<file path="src/rtl/timer_multi.sv">
// Multi-channel free-running timer: per-channel enable, clear, sample, wrap value and one-shot mode.
// Optional shared prescaler when TIMER_PRESCALE_EN is defined (adds the presc_div port).
module timer_multi #(
   parameter int NUM_CH  = 4,
   parameter int COUNT_W = 64,
   parameter int PRESC_W = 16
) (
   input  logic                        clk,
   input  logic                        rst,
   input  logic [NUM_CH-1:0]           en,
   input  logic [NUM_CH-1:0]           clr,
   input  logic [NUM_CH-1:0]           sample,
   input  logic [NUM_CH-1:0]           oneshot,
   input  logic [NUM_CH*COUNT_W-1:0]   wrap_val,
`ifdef TIMER_PRESCALE_EN
   input  logic [PRESC_W-1:0]          presc_div,
`endif
   output logic [NUM_CH*COUNT_W-1:0]   count_o,
   output logic [NUM_CH*COUNT_W-1:0]   sample_o,
   output logic [NUM_CH-1:0]           sample_vld,
   output logic [NUM_CH-1:0]           wrap_evt,
   output logic [NUM_CH-1:0]           done
);

   logic tick;

`ifdef TIMER_PRESCALE_EN
   logic [PRESC_W-1:0] presc;

   // A divider lowered below the running value wraps to 0 without producing a tick.
   always_ff @(posedge clk or posedge rst) begin
      if (rst) begin
         presc <= '0;
      end else if (presc >= presc_div) begin
         presc <= '0;
      end else begin
         presc <= presc + PRESC_W'(1);
      end
   end

   assign tick = (presc == presc_div);
`else
   // No prescaler: every cycle is a tick (PRESC_W is always >= 1).
   assign tick = (PRESC_W > 0);
`endif

   for (genvar i = 0; i < NUM_CH; i++) begin : g_ch
      logic [COUNT_W-1:0] cnt;
      logic [COUNT_W-1:0] samp;
      logic [COUNT_W-1:0] wv;
      logic               svld;
      logic               wevt;
      logic               dn;
      logic               adv;

      assign wv  = wrap_val[i*COUNT_W +: COUNT_W];
      assign adv = tick & en[i] & ~dn;

      // clr beats the terminal check, which beats the increment; sample sees the pre-update count.
      always_ff @(posedge clk or posedge rst) begin
         if (rst) begin
            cnt  <= '0;
            samp <= '0;
            svld <= 1'b0;
            wevt <= 1'b0;
            dn   <= 1'b0;
         end else begin
            svld <= sample[i];
            wevt <= 1'b0;
            if (sample[i]) begin
               samp <= cnt;
            end
            if (clr[i]) begin
               cnt <= '0;
               dn  <= 1'b0;
            end else if (adv && (cnt >= wv)) begin
               wevt <= 1'b1;
               if (oneshot[i]) begin
                  dn <= 1'b1;
               end else begin
                  cnt <= '0;
               end
            end else if (adv) begin
               cnt <= cnt + COUNT_W'(1);
            end
         end
      end

      assign count_o[i*COUNT_W +: COUNT_W]  = cnt;
      assign sample_o[i*COUNT_W +: COUNT_W] = samp;
      assign sample_vld[i]                  = svld;
      assign wrap_evt[i]                    = wevt;
      assign done[i]                        = dn;
   end

endmodule

</file>
<file path="config.mk">
export PLATFORM = sky130hd
export DESIGN_NAME = timer_multi
export DESIGN_NICKNAME = d
export VERILOG_FILES = /design/src/rtl/timer_multi.sv
export SDC_FILE = /design/constraint.sdc
export NUM_CORES = 2
export LEC_CHECK = 0
export ABC_AREA = 1
export CORE_UTILIZATION = 35
export CTS_CLUSTER_SIZE = 10
export DETAILED_ROUTE_END_ITERATION = 10
export GPL_ROUTABILITY_DRIVEN = 0
export HOLD_SLACK_MARGIN = 0.12
export PLACE_DENSITY = 0.67
export SLEW_MARGIN = 10
export SYNTH_ARGS = -nofsm -noshare
export SYNTH_HDL_FRONTEND = slang
export SYNTH_SLANG_ARGS = --single-unit
</file>
<file path="constraint.sdc">
create_clock -name clk -period 42.7 [get_ports clk]
set_input_delay 12.81 -clock clk [delete_from_list [all_inputs] [get_ports clk]]
set_output_delay 12.81 -clock clk [all_outputs]
set_load 0.1 [all_outputs]
</file>
======== Yosys cells after proc, flatten, opt, wreduce, memory -nomap -nowiden ========
Cells that the tools add are included.
word-level totals
  flip-flop bits (word level) ............. 524
  bits in latches ......................... 0
  memory bits (writable) .................. 0
  ROM bits ................................ 0
  bits of input ports ..................... 274
  output and inout bits ................... 524
  memories ................................ 0
cells by class
  add/subtract/negate cells ............... 4
  multiply operators ...................... 0
  div/mod/pow operators ................... 0
  magnitude comparators ................... 4
  equality and inequality tests ........... 4
  shifts and indexed selects .............. 0
  mux-type cells .......................... 36
  bitwise logic cells ..................... 8
  reduce and logical (&&, ||, !) cells .... 24
operators with widths
  cell                                                             number
  64-bit two-way mux                                               16
  64-bit by 1-bit adder with 64-bit output, second input constant  4
  64-bit >= comparator                                             4
  1-bit two-way mux                                                20
  2-bit AND reduction                                              8
  2-bit nonzero test                                               8
  3-bit inequality test, second input constant                     4
  3-bit nonzero test                                               4
  1-bit AND                                                        4
  1-bit logical AND                                                4
  1-bit NOT                                                        4

======== Depth between registers and ports, before layout ========
  depth after elaboration ................. 5
  depth in mapped cells ................... 22

======== Least setup slack after synthesis ========
OpenSTA, ideal clock, no wires.
  path kind ............................... input port to flip-flop
  start ................................... input wrap_val[119]
  end ..................................... register g_ch[1].cnt[43]
  setup time .............................. 0.121 ns
  arrival ................................. 14.408 ns
  data required time ...................... 42.579 ns
  path slack .............................. 28.171 ns
  stages on the path ...................... 18
  buffers on the path ..................... 2
  cell sequence ........................... inv_1 ha_1 nand2_1 nor2_1 nor3b_2 nand2_1 nor2_1 nand2_1 nand2_1 nor2_1 nand2_2 nand2_2 nand2_2 buf_4 buf_4 nor2_1 nand2_1 nand2_1
between the ends
  cells in the longest elaborated chain, start to end .. 4
ends and longest elaborated chain
  item                                                                        RTL line  RTL
  start, declared                                                             14        input logic [NUM_CH*COUNT_W-1:0] wrap_val,
  64-bit >= comparator (*)                                                    76        end else if (adv && (cnt >= wv)) begin
  1-bit logical AND (*)                                                       76
  3-bit inequality test (no line), or another cell as far along               --
  2-bit AND reduction (no line) / 64-bit two-way mux (equally long branches)  --
  end signal, assigned                                                        84        cnt <= cnt + COUNT_W'(1);
  end, declared                                                               48        logic [COUNT_W-1:0] cnt;
Mark *: on every way between the ends. The rest lies on a longest branch, timed or not.
A chain may end at the register's enable or synchronous reset.

======== Worst setup path in the final report ========
  start ................................... input wrap_val[111]
  end ..................................... register g_ch[1].cnt[41]
The elaborated chain is that of the path after synthesis.

==> impl_metrics.toml <==
[status]
status = "completed"

[global_route]
overflow = 0
antenna_found_initial = 1
grt_pass1_vias = 33480
grt_max_degree = 172
track_usage = 0.2512
grt_first_pass_wirelength_mm = 199.6

[place]
placed_area_um2 = 44130
place_hpwl_mm = 98.87
preCtsSetupSlack_ps = 25870
portBuffers = 797
dpl.cell_count = 6624

[layout]
fin_cells = 6735
fillerInstances = 9742
drive_gt1_frac = 0.06535
area_growth_pct = 32.02
fin_area_um2 = 46220
diodes = 0
layout.nets = 5941

[setup_path]
startpoint_type = "input port"
critPathSlowestCell = "nand2_2"
arrival_ps = 16850
crit_path_max_fanout = 69
worstSetupEndpointType = "flip-flop"
crit_top_cell = "nand2_1"
critPathRequiredTime_ps = 43170
critical_path.cell_chain = "clkdlybuf4s50_1 > inv_1 > ha_1 > nand2_1 > nor2_1 > nand4_1 > nor3_1 > nand2_1 > nand2_2 > nand2_1 > nand2_2 > buf_4 > nand2_2 > nand2_1 > nand2_1"
crit_type = "in2reg"
cp_slowest_stage_delay_ps = 870

[timing]
finalSetupTns_ps = 0
fin_skew_ps = 31.40
hold_viol = 0
rsz0062_at_grt = "no"
holdWs_ps = 503.4
fin_crit_sh = 0.3836
fin_crit_ps = 16380
setup_violations = 0
setup_slack_ps = 26320
fmax_mhz = 61.05
worst_pin_slew_ps = 1246
slew_violations = 0
slew_headroom = 0.1694

[hold_path]
hold_class = "reg2reg"

[power]
clkPwrFrac = 0.441
swShare = 0.2928
power_density_nw_per_um2 = 27.09
vdd_drop_max_mv = 0.02519
leakage_nw = 21.99
p_int_w = 0.0008856
combinationalPowerShare = 0.150
seq_power_share = 0.410
p_sw_w = 0.0003666

[clocking]
holdBufCountCts = 0
clock-root-buffer = "clkbuf_16"
clk_latency_ps = 620
numCtsBuffers = 68
htreeDepth = 3
cts_tree = "built"
clk_path_buf_depth = 3
cts_resized = 0
cts_sinks = 524
clk_pin_slew_worst_paths_ps = 50
cts_setup_buffers = 0

[yosys]
synth_top_cells_by_area = "dfrtp_1 (37%), nand2_1 (13%), ha_1 (9.3%)"
yosys.area.top_type = "dfrtp_1"
yosysSeqAreaShare = 0.3745
yosys.area.top_type_share = 0.3745
syn-cell-area_um2 = 35010
synthTopCellsByCount = "nand2_1 (1254), nor2_1 (662), inv_1 (556)"
synth_most_common_cell = "nand2_1"
synth_edf_count = 0
syn-num-nets = 5189
syn-mean-instance-area_um2 = 7.521
yosysWarnings = 0
synth_cell_types = 42
async_reset_ff_frac = 1.000
syn_inst = 4655
synth_seq_cells = 524
ys.flop_type = "dfrtp_1"

[route]
dr.first_iter.drc_count = 3305
drcViolationCount = 0
vias = 34450
via_per_inst = 5.114
dr.pass1.iters = 5
drt-wirelength-per-cell_um = 19.30
drtAntennaViolNets = 0
routed_wl_mm = 130.0

[run]
maxCapViolations = 0

[floorplan]
coreArea_um2 = 98710
die_area_um2 = 101300
io_pins = 798
start_util = 0.3547
placementRows = 115
die-height_um = 318.3
die_w_um = 318.3
final timing paths:
check                                        startpoint                      endpoint  slack (ps)  cells after the start
max                                       wrap_val[111]   g_ch[1].cnt[41]$_DFFE_PP0P_       26320                     15
min                        g_ch[3].samp[18]$_DFFE_PP0P_  g_ch[3].samp[18]$_DFFE_PP0P_         500                      1
max reg2reg                 g_ch[1].cnt[44]$_DFFE_PP0P_   g_ch[1].cnt[41]$_DFFE_PP0P_       38450                     14
min reg2reg                g_ch[3].samp[18]$_DFFE_PP0P_  g_ch[3].samp[18]$_DFFE_PP0P_         500                      1
max in group asynchronous                           rst        g_ch[2].wevt$_DFF_PP0_       27580                      4
min in group asynchronous                           rst    g_ch[3].cnt[0]$_DFFE_PP0P_       12740                      2
power by group through the flow:
stage / Combinational [W] / Clock, W / Sequential (W)
final: 0.000187 / 0.000552 / 0.000513
after global routing: 0.000199 / 0.000582 / 0.000514
after CTS: 0.000189 / 0.000566 / 0.000513
after detailed placement: 0.000188 / 0 / 0.000521
after global placement: 0.000187 / 0 / 0.000521
after floorplan: 0.0000549 / 0 / 0.000589
per-stage QoR:
step,total power (W),utilization
final,0.001252,0.4683
after global routing,0.001295,0.4683
after CTS,0.001268,0.4683
after detailed placement,0.0007097,0.4471
after global placement,0.0007078,0.4471
after floorplan,0.0006443,-
layout by cell type (no fill, tap or decap), types with 115 or more instances in the layout:
cell type        netlist  layout
nand4_1              115     115
nand2_1             1254    1254
a21oi_1              234     234
xor2_1               214     214
mux2_2               133     133
clkdlybuf4s50_1        0     792
nor2_1               662     661
inv_1                556     555
ha_1                 260     260
nand3_1              222     222
dfrtp_1              524     524
kinds of logic (layout without fill, tap and decap cells):
| family | count (synthesis) | count (layout) | synth area share |
|---|---|---|---|
| XOR/XNOR | 244 | 244 | 0.06104 |
| adder cells (fa/ha/maj) | 260 | 260 | 0.09291 |
| buffers and inverters | 718 | 1511 | 0.08205 |
| multiplexers | 133 | 133 | 0.04278 |
| AO/OA/AOI/OAI | 292 | 292 | 0.04310 |
| flip-flops | 524 | 524 | 0.3745 |
| AND/OR/NAND/NOR | 2484 | 2484 | 0.3036 |
worst max-delay path: cells and delay by family:
kind / cells / cell delay [ps]
adders and majority gates: 1 / 290
and+or+nand+nor: 11 / 2560
buffers and inverters: 3 / 1080
registers in the layout, summed over array words and instances (netlist names):
register   flops
g_ch.dn        4
g_ch.cnt     256
g_ch.wevt      4
g_ch.svld      4
g_ch.samp    256
per-layer routing:
| layer | track usage | wire length (um) | vias to the layer above |
|---|---|---|---|
| li1 | - | - | 16350 |
| met1 | 0.3160 | 52760 | 16280 |
| met2 | 0.4178 | 61110 | 1547 |
| met3 | 0.05832 | 11280 | 266 |
| met4 | 0.09232 | 4835 | 0 |
| met5 | 0 | 0 | - |
final cells by class:
class                   instances  area, um^2  area share
inverters                     569        2143     0.04637
clock buffers                  99        1972     0.04266
clock inverters                12       120.1    0.002599
multi-input cells            3413       19030      0.4118
repair buffers                831        8230      0.1781
well taps                    1287        1610     0.03484
flip-flops and latches        524       13110      0.2837
Power figures use the tool's default switching activity.
